### src/rtl/vga_sync_gen.sv
// VGA raster timing generator running on SYSCLK, paced by rising edges of the
// SYSCLK-synchronous pixel clock PCK. Decoded sync/enable outputs lag HCNT/VCNT by one cycle.
module vga_sync_gen #(
  parameter int H_ACTIVE = 640,
  parameter int H_FP     = 16,
  parameter int H_SYNC   = 96,
  parameter int H_BP     = 48,
  parameter int V_ACTIVE = 480,
  parameter int V_FP     = 10,
  parameter int V_SYNC   = 2,
  parameter int V_BP     = 33,
  parameter bit SYNC_POL = 1'b0,
  parameter int CNT_W    = 10
) (
  input  logic             SYSCLK,
  input  logic             RSTN,
  input  logic             PCK,
  output logic [CNT_W-1:0] HCNT,
  output logic [CNT_W-1:0] VCNT,
  output logic             HSYNC,
  output logic             VSYNC,
  output logic             DISP_EN,
  output logic             LINE_START,
  output logic             FRAME_START
);

  localparam int H_TOTAL = H_ACTIVE + H_FP + H_SYNC + H_BP;
  localparam int V_TOTAL = V_ACTIVE + V_FP + V_SYNC + V_BP;

  localparam logic [CNT_W-1:0] H_LAST = CNT_W'(H_TOTAL - 1);
  localparam logic [CNT_W-1:0] V_LAST = CNT_W'(V_TOTAL - 1);
  localparam logic [CNT_W-1:0] H_VIS  = CNT_W'(H_ACTIVE);
  localparam logic [CNT_W-1:0] V_VIS  = CNT_W'(V_ACTIVE);
  localparam logic [CNT_W-1:0] HS_BEG = CNT_W'(H_ACTIVE + H_FP);
  localparam logic [CNT_W-1:0] HS_END = CNT_W'(H_ACTIVE + H_FP + H_SYNC - 1);
  localparam logic [CNT_W-1:0] VS_BEG = CNT_W'(V_ACTIVE + V_FP);
  localparam logic [CNT_W-1:0] VS_END = CNT_W'(V_ACTIVE + V_FP + V_SYNC - 1);

  logic             r_pck_d;
  logic             r_tick_q;
  logic [CNT_W-1:0] r_hcnt;
  logic [CNT_W-1:0] r_vcnt;
  logic             r_hsync;
  logic             r_vsync;
  logic             r_disp_en;
  logic             r_line_start;
  logic             r_frame_start;

  logic w_tick;
  logic w_h_last;
  logic w_v_last;
  logic w_hs_act;
  logic w_vs_act;
  logic w_visible;
  logic w_line_wrap;
  logic w_frame_wrap;

  // pck_d resets high so a PCK already high at reset release is not taken as an edge
  assign w_tick   = PCK & ~r_pck_d;
  assign w_h_last = (r_hcnt == H_LAST);
  assign w_v_last = (r_vcnt == V_LAST);

  always_ff @(posedge SYSCLK or negedge RSTN) begin
    if (!RSTN) begin
      r_pck_d  <= 1'b1;
      r_tick_q <= 1'b0;
    end else begin
      r_pck_d  <= PCK;
      r_tick_q <= w_tick;
    end
  end

  always_ff @(posedge SYSCLK or negedge RSTN) begin
    if (!RSTN) begin
      r_hcnt <= '0;
      r_vcnt <= '0;
    end else if (w_tick) begin
      if (w_h_last) begin
        r_hcnt <= '0;
        r_vcnt <= w_v_last ? '0 : r_vcnt + CNT_W'(1);
      end else begin
        r_hcnt <= r_hcnt + CNT_W'(1);
      end
    end
  end

  always_comb begin
    w_hs_act     = (r_hcnt >= HS_BEG) && (r_hcnt <= HS_END);
    w_vs_act     = (r_vcnt >= VS_BEG) && (r_vcnt <= VS_END);
    w_visible    = (r_hcnt < H_VIS) && (r_vcnt < V_VIS);
    // a wrap is only reported when the previous cycle's tick produced it, not after reset
    w_line_wrap  = r_tick_q && (r_hcnt == '0);
    w_frame_wrap = w_line_wrap && (r_vcnt == '0);
  end

  always_ff @(posedge SYSCLK or negedge RSTN) begin
    if (!RSTN) begin
      r_hsync       <= ~SYNC_POL;
      r_vsync       <= ~SYNC_POL;
      r_disp_en     <= 1'b0;
      r_line_start  <= 1'b0;
      r_frame_start <= 1'b0;
    end else begin
      r_hsync       <= w_hs_act ? SYNC_POL : ~SYNC_POL;
      r_vsync       <= w_vs_act ? SYNC_POL : ~SYNC_POL;
      r_disp_en     <= w_visible;
      r_line_start  <= w_line_wrap;
      r_frame_start <= w_frame_wrap;
    end
  end

  assign HCNT        = r_hcnt;
  assign VCNT        = r_vcnt;
  assign HSYNC       = r_hsync;
  assign VSYNC       = r_vsync;
  assign DISP_EN     = r_disp_en;
  assign LINE_START  = r_line_start;
  assign FRAME_START = r_frame_start;

endmodule

### config.mk
export PLATFORM = sky130hd
export DESIGN_NAME = vga_sync_gen
export DESIGN_NICKNAME = d
export VERILOG_FILES = /design/src/rtl/vga_sync_gen.sv
export SDC_FILE = /design/constraint.sdc
export NUM_CORES = 1
export LEC_CHECK = 0
export ABC_AREA = 1
export CAP_MARGIN = 20
export CORE_UTILIZATION = 55
export DETAILED_ROUTE_END_ITERATION = 12
export PLACE_DENSITY = 0.81
export SETUP_SLACK_MARGIN = 0.2
export SLEW_MARGIN = 20
export SYNTH_ARGS = -nofsm -noshare
export SYNTH_HDL_FRONTEND = slang
export SYNTH_SLANG_ARGS = --single-unit
### constraint.sdc
create_clock -name SYSCLK -period 3.07 [get_ports SYSCLK]
set_clock_uncertainty 0.15 [all_clocks]
set_input_delay 0.614 -clock SYSCLK [delete_from_list [all_inputs] [get_ports SYSCLK]]
set_output_delay 0.614 -clock SYSCLK [all_outputs]
set_load 0.05 [all_outputs]
==> qor.yml, run 1 <==
setup_tns_ns: 0
path_max_fanout: 8
pre_cts_slack_ns: 0.8140
critical_path.endpoint: "VCNT[9]"
crit_chain: "clkdlybuf4s50_1"
critPathTopFamily: "buffers and inverters"
place_inst: 240
critPathLaunchType: "register"
die_x_um: 53.94
dr.pass1.iters: 4
r2r_end: "VCNT[3]"
drc: 0
hpwl_mm: 2.489
hold_viol: 0
htree_levels: 1
vias_per_cell: 5.414
finalMaxSlewViolations: 0
die_area_mm2: 0.002910
worst_slack_ns: 0.5916
critPathLaunch: "VCNT[9]"
cpPeakStageDelay_ns: 0.86
antenna_found_initial: 0
crit_type: "reg -> out"
clockBufferDepth: 2
layout_commonest_cell: "nand2_1"
diodes: 0
gp_congestion: 0.9203
overflow: 0
ir_drop_mv: 0.4451
ios: 28
yosysTopAreaCell: "dfrtp_1"
layout_common_cells: "40 x nand2_1, 27 x clkdlybuf4s50_1, 25 x inv_1, 24 x dfrtp_1, 18 x nor2_1"
design_area_mm2: 0.001807
avgSynthCellArea_um2: 8.021
slew_headroom: 0.6596
cp.depth: 1
setup_viol: 0
cellPowerDensity_mw_per_mm2: 541.2
synth_top_cell_area_share: 0.4047
p_leak_uw: 0.0008663
reg2regPathDepth: 7
r2r_setup_slack_ns: 1.18
rows: 18
ys_seq_area_frac: 0.4578
clk_latency_ns: 0.33
vias: 1321
fin_crit_sh: 0.8073
grt_setup_unrepaired: "no"
cts-resized-gates: 0
cts.sinks: 27
portBuffers: 27
initial_core_util: 0.5883
instances_no_fill: 244
grt_pass1_vias: 1284
synth.area.top_cells: "dfrtp_1 40%, nand2_1 10%, inv_1 6.3%"
synth_seq_cells: 27
drive_above_1_share: 0.07477
final_nets: 223
drt_iter0_drc: 41
grt_first_pass_wirelength_mm: 5.720
min_path_type: "reg -> reg"
final_antenna_net_count: 0
grt_util_all_layers: 0.2764
dieHeight_um: 53.94
placed_cell_area_mm2: 0.001780
syn_to_final_growth_pct: 21.75
grt_max_degree: 28
root_buffer: "clkbuf_4"
outcome: "completed"
crit_arrival_ns: 1.71
ys_warn_count: 0
critPathSlowestCell: "clkdlybuf4s50_1"
worstReg2RegStart: "HCNT[0]"
final_util: 0.7163
fin_crit_ns: 2.478
syn-instance-count: 185
post_drt_wl_per_cell_um: 13.49
tightest_slew_ns: 0.5090
cp_num_buf_inv: 1
wl_mm: 3.292
numCtsBuffers: 3
syn_area_mm2: 0.001484
synth_nets: 193
cts.reportedPaths.clkPinSlew_ns: 0.14
cts_hold_buf: 0
cp-end-kind: "output port"
cts_tree: "built"
coreArea_mm2: 0.002522
cts_setup_buffers: 0
cap_viol_max_count: 0
yosysUniqueCellTypes: 25
critical_path_required_ns: 2.31
fmax_ghz: 0.4035
## metrics by stage
step                      power, µW  hold WS, ns
after floorplan               695.1       0.1684
after global placement        819.1       0.3875
after detailed placement      826.4       0.3982
after CTS                     983.3       0.4163
after global routing           1035       0.4555
final                         977.8       0.4170
## Yosys cell counts
library cell  instances
nand4_1               8
buf_6                 1
nand3_2               1
nor3_1                5
nor2_4                1
o211ai_1              2
dfstp_2               3
inv_1                25
nand3b_1              2
xnor2_1               2
nor2_2                4
inv_2                 1
a21oi_1               2
nand2_1              40
ha_1                  5
or2_2                 1
clkinv_1              1
o21bai_1              1
xor2_1                7
dfrtp_1              24
buf_2                 3
nor2_1               18
nor4_1                2
o21ai_0               9
nand3_1              17
## power by group
part	switching [µW]	internal, µW	leakage, µW	total, µW
Combinational	247	112	0.000523	358
Sequential	69.0	396	0.000329	465
Clock	103	51.0	0.0000150	154
## sequential cells by signal, summed over array words and instances, names as in the netlist
register	flops
r_pck_d	1
r_tick_q	1
HSYNC	1
LINE_START	1
FRAME_START	1
VSYNC	1
HCNT	10
VCNT	10
DISP_EN	1
## logic make-up (layout without fill, tap and decap cells)
family                     Yosys count  in the layout  synth area share
buffers and inverters               31             60           0.08600
xor gates and xnor gates             9              9           0.05312
DFF                                 27             27            0.4578
AOI/OAI and AO/OA                   14             14           0.05227
and+or+nand+nor                     99             99            0.3086
adders and majority gates            5              5           0.04216
## how the worst min path moves through the flow
stage,to,startpoint,cells past startpoint
finish,LINE_START,r_tick_q,2
global route,VCNT[8],VCNT[8],1
CTS,LINE_START,r_tick_q,2
detailed placement,LINE_START,r_tick_q,2
global placement,VCNT[6],VCNT[6],2
floorplan,DISP_EN,RSTN,0
## area by class of cell
cell class,count,area [µm²]
fill,213,715.7
sequential,27,679.4
multi-input combinational,127,676.9
timing repair buffer,29,285.3
inverter,27,101.3
tap,30,37.54
clock buffer,4,26.28
## metal layers
metal,vias up,wire length (µm),part of all wire,track usage
li1,655,-,-,-
met1,611,1446,0.44,0.3517
met2,47,1622,0.49,0.4815
met3,8,165,0.050,0.03107
met4,0,58,0.018,0.09211
met5,-,0,0,0
Note: power is estimated with default switching activity, not from simulation.
==> inputs of run 2 (changes only) <==
- CORE_UTILIZATION: 55 -> 46
- PLACE_DENSITY: 0.81 -> 0.72
- clock period: 3.07 -> 2.25 ns (I/O delays scaled with it)
==> run 2 against run 1 <==
Compared with the run above:
- utilization fell by 13 points
- non-clock buffer count grew 1
- worst setup slack worse by 0.34 ns
- sequential cell count is the same
- clock-buffer cell count unchanged
- clock power is 33% higher
==> qor.yml, run 2 (synthesized netlist as in run 1, its figures left out) <==
vias_per_cell: 4.996
critical_path.endpoint: "HCNT[4]"
drt_iter0_drc: 61
rows: 20
cts_hold_buf: 0
coreArea_mm2: 0.003053
critical_path_required_ns: 1.65
instances_no_fill: 259
cellPowerDensity_mw_per_mm2: 717.0
syn_to_final_growth_pct: 20.91
hold_viol: 0
slew_headroom: 0.6605
hpwl_mm: 2.414
cpPeakStageDelay_ns: 0.57
final_util: 0.5877
numCtsBuffers: 3
crit_chain: "dlygate4sd2_1"
cts.sinks: 27
clk_latency_ns: 0.31
vias: 1294
htree_levels: 1
drc: 0
initial_core_util: 0.4861
grt_util_all_layers: 0.2118
fmax_ghz: 0.4998
cts_tree: "built"
power_uw: 1286
critPathTopFamily: "buffers and inverters"
grt_first_pass_wirelength_mm: 5.637
ir_drop_mv: 0.5799
gp_congestion: 0.9356
layout_commonest_cell: "nand2_1"
n_fill_cell: 294
clockBufferDepth: 2
setup_tns_ns: 0
grt_pass1_vias: 1244
reg2regPathDepth: 6
path_max_fanout: 7
root_buffer: "clkbuf_4"
place_inst: 255
grt_max_degree: 28
setup_viol: 0
overflow: 0
r2r_setup_slack_ns: 0.56
dr.pass1.iters: 4
worstReg2RegStart: "HCNT[0]"
crit_arrival_ns: 1.40
cp-end-kind: "output port"
final_nets: 224
antenna_found_initial: 0
r2r_end: "HCNT[3]"
grt_setup_unrepaired: "no"
layout_common_cells: "40 x nand2_1, 25 x inv_1, 24 x dfrtp_1, 20 x dlygate4sd2_1, 18 x nor2_1"
min_path_type: "in -> async"
cp.depth: 1
post_drt_wl_per_cell_um: 12.27
cts_setup_buffers: 0
ios: 28
final_antenna_net_count: 0
dieHeight_um: 58.80
fin_crit_sh: 0.8892
cts.reportedPaths.clkPinSlew_ns: 0.14
die_x_um: 58.80
cp_num_buf_inv: 1
cap_viol_max_count: 0
drive_above_1_share: 0.1023
crit_type: "reg -> out"
timing.hold.ws_ns: 0.3340
p_leak_uw: 0.0009207
portBuffers: 27
outcome: "completed"
critPathLaunchType: "register"
critPathSlowestCell: "dlygate4sd2_1"
die_area_mm2: 0.003457
fin_crit_ns: 2.001
tightest_slew_ns: 0.5113
cts-resized-gates: 20
finalMaxSlewViolations: 0
diodes: 0
wl_mm: 3.177
critPathLaunch: "HCNT[4]"
-- run 2: cell count changes in the layout (fill, tap and decap cells not counted) --
cell             previous run  this run
buf_4                       2         8
clkdlybuf4s50_1            27         2
dlygate4sd2_1               0        20
-- run 2: per-layer routing --
| layer | up-vias | wire (µm) | GRT usage |
|---|---|---|---|
| li1 | 652 | - | - |
| met4 | 0 | 13 | 0.05442 |
| met5 | - | 0 | 0 |
| met3 | 2 | 98 | 0.02418 |
| met1 | 615 | 1413 | 0.2819 |
| met2 | 25 | 1651 | 0.3669 |
-- run 2: layout make-up --
type / count / area, µm² / area share
Inverter: 27 / 101.3 / 0.05649
Timing Repair Buffer: 30 / 255.2 / 0.1423
Clock buffer: 4 / 26.28 / 0.01464
Multi-Input combinational cell: 127 / 676.9 / 0.3773
Tap cell: 44 / 55.05 / 0.03068
Sequential cell: 27 / 679.4 / 0.3787
-- run 2: how the worst min path moves through the flow --
stage,from,slack (ns),to
final,RSTN,0.33,VCNT[5]
after global routing,RSTN,0.36,VCNT[8]
after CTS,RSTN,0.33,VCNT[4]
after detailed placement,r_tick_q,0.39,LINE_START
after global placement,VCNT[8],0.38,VCNT[8]
after floorplan,RSTN,0.004,DISP_EN
-- run 2: stage by stage --
| step | setup WS (ns) | area (µm²) |
|---|---|---|
| after floorplan | 0.3565 | 1484 |
| after global placement | 0.3379 | 1793 |
| after detailed placement | 0.3212 | 1793 |
| after CTS | 0.2558 | 1794 |
| after global routing | 0.2029 | 1794 |
| final | 0.2493 | 1794 |
-- run 2: power by group --
part | internal, µW | switching [µW]
registers | 540 | 93.1
logic | 114 | 333
clock network | 69.2 | 136
total | 724 | 563
==> inputs of run 3 (changes only) <==
- CORE_MARGIN: default -> 2
==> run 3 against run 2 <==
Compared with the run above:
- sequential cell count unchanged
- sequential power about the same
- critical path depth did not move
- worst setup slack improved by 0.024 ns
- wire length grew 1.5%
- critical path type unchanged
- critical endpoint is now HCNT[3]
==> qor.yml, run 3 (synthesized netlist as in run 1, its figures left out) <==
setup_tns_ns: 0
fin_crit_ns: 1.977
p_leak_uw: 0.0009183
portBuffers: 27
cpPeakStageDelay_ns: 0.54
tightest_slew_ns: 0.4990
layout_common_cells: "40 x nand2_1, 25 x inv_1, 24 x dfrtp_1, 18 x nor2_1, 18 x dlygate4sd2_1"
syn_to_final_growth_pct: 21.08
ios: 28
htree_levels: 1
cp-end-kind: "output port"
clockBufferDepth: 2
r2r_setup_slack_ns: 0.57
dieHeight_um: 60.80
wl_mm: 3.224
slew_headroom: 0.6687
finalMaxSlewViolations: 0
path_max_fanout: 7
cts_hold_buf: 0
fmax_ghz: 0.5058
vias: 1292
final_antenna_net_count: 0
die_area_mm2: 0.003696
numCtsBuffers: 3
initial_core_util: 0.4861
drc: 0
grt_first_pass_wirelength_mm: 5.595
crit_arrival_ns: 1.38
grt_setup_unrepaired: "no"
cts.sinks: 27
cellPowerDensity_mw_per_mm2: 718.7
ir_drop_mv: 0.5260
min_path_type: "in -> async"
grt_util_all_layers: 0.2022
grt_pass1_vias: 1268
setup_viol: 0
gp_congestion: 0.9051
drive_above_1_share: 0.1023
root_buffer: "clkbuf_4"
post_drt_wl_per_cell_um: 12.45
layout_commonest_cell: "nand2_1"
clk_latency_ns: 0.32
cts_tree: "built"
crit_chain: "clkdlybuf4s15_1"
cap_viol_max_count: 0
n_fill_cell: 286
outcome: "completed"
grt_max_degree: 28
critical_path_required_ns: 1.65
overflow: 0
critPathLaunch: "HCNT[3]"
vias_per_cell: 4.988
crit_type: "reg -> out"
hold_viol: 0
worstReg2RegStart: "HCNT[0]"
cts.reportedPaths.clkPinSlew_ns: 0.14
critPathLaunchType: "register"
critPathTopFamily: "buffers and inverters"
coreArea_mm2: 0.003053
antenna_found_initial: 0
final_nets: 224
fin_crit_sh: 0.8787
rows: 20
drt_iter0_drc: 79
critPathSlowestCell: "clkdlybuf4s15_1"
diodes: 0
dr.pass1.iters: 5
die_x_um: 60.80
cp_num_buf_inv: 1
timing.hold.ws_ns: 0.3262
hpwl_mm: 2.438
-- run 3: changes by cell type in the layout (fill, tap and decap cells not counted) --
cell / delta
clkdlybuf4s15_1: +2
dlygate4sd2_1: -2
-- run 3: timing repair --
item | 4_1_cts | 5_1_grt
setup endpoints to repair | 20 | 2
buffers inserted | 0 | 0
resized for setup | 20 | 2
-- run 3: stage by stage --
stage               cells    util  instance area (µm²)  total power [µW]  worst slack [ns]
floorplan             185       -                 1484             948.5            0.3565
global placement      255  0.5873                 1793              1118            0.3508
detailed placement    255  0.5873                 1793              1124            0.3411
CTS                   259  0.5877                 1794              1296            0.2542
global route          259  0.5885                 1797              1376            0.2036
finish                259  0.5885                 1797              1291            0.2729
-- run 3: worst reg2reg max path: cells and delay by family (launching register included) --
family | cells | cell delay [ns]
buf+inv | 1 | 0.19
fa+ha+maj | 1 | 0.24
flops | 1 | 0.46
xor+xnor | 1 | 0.15
simple gates | 4 | 0.42
-- run 3: final timing paths --
check                      endpoint  depth (start not counted)
max in group asynchronous     VSYNC                          2
setup reg to reg            VCNT[8]                          7
hold reg to reg             VCNT[8]                          1
hold / removal              DISP_EN                          2
setup / recovery            HCNT[3]                          1
min in group SYSCLK         VCNT[8]                          1
-- run 3: final cells by class --
type,instances,area [µm²],share of cell area
Timing Repair Buffer,30,257.7,0.1435
Inverter,27,101.3,0.05641
Sequential cell,27,679.4,0.3781
Multi-Input combinational cell,127,676.9,0.3767
Clock buffer,4,26.28,0.01462
Tap cell,44,55.05,0.03064
-- run 3: where the power goes --
group          internal (µW)  leakage [µW]  total, µW  switching (µW)
registers                540      0.000329        633            93.2
clock network           69.3     0.0000150        206             137
logic                    119      0.000575        451             332
total                    729      0.000918       1290             563
-- run 3: metal layers --
layer / vias up / global-route usage / part of all wire / wire (µm)
met3: 8 / 0.02985 / 0.049 / 157
met1: 587 / 0.2678 / 0.44 / 1406
met5: - / 0 / 0 / 0
met2: 39 / 0.3395 / 0.50 / 1611
li1: 658 / - / - / -
met4: 0 / 0.06832 / 0.015 / 48
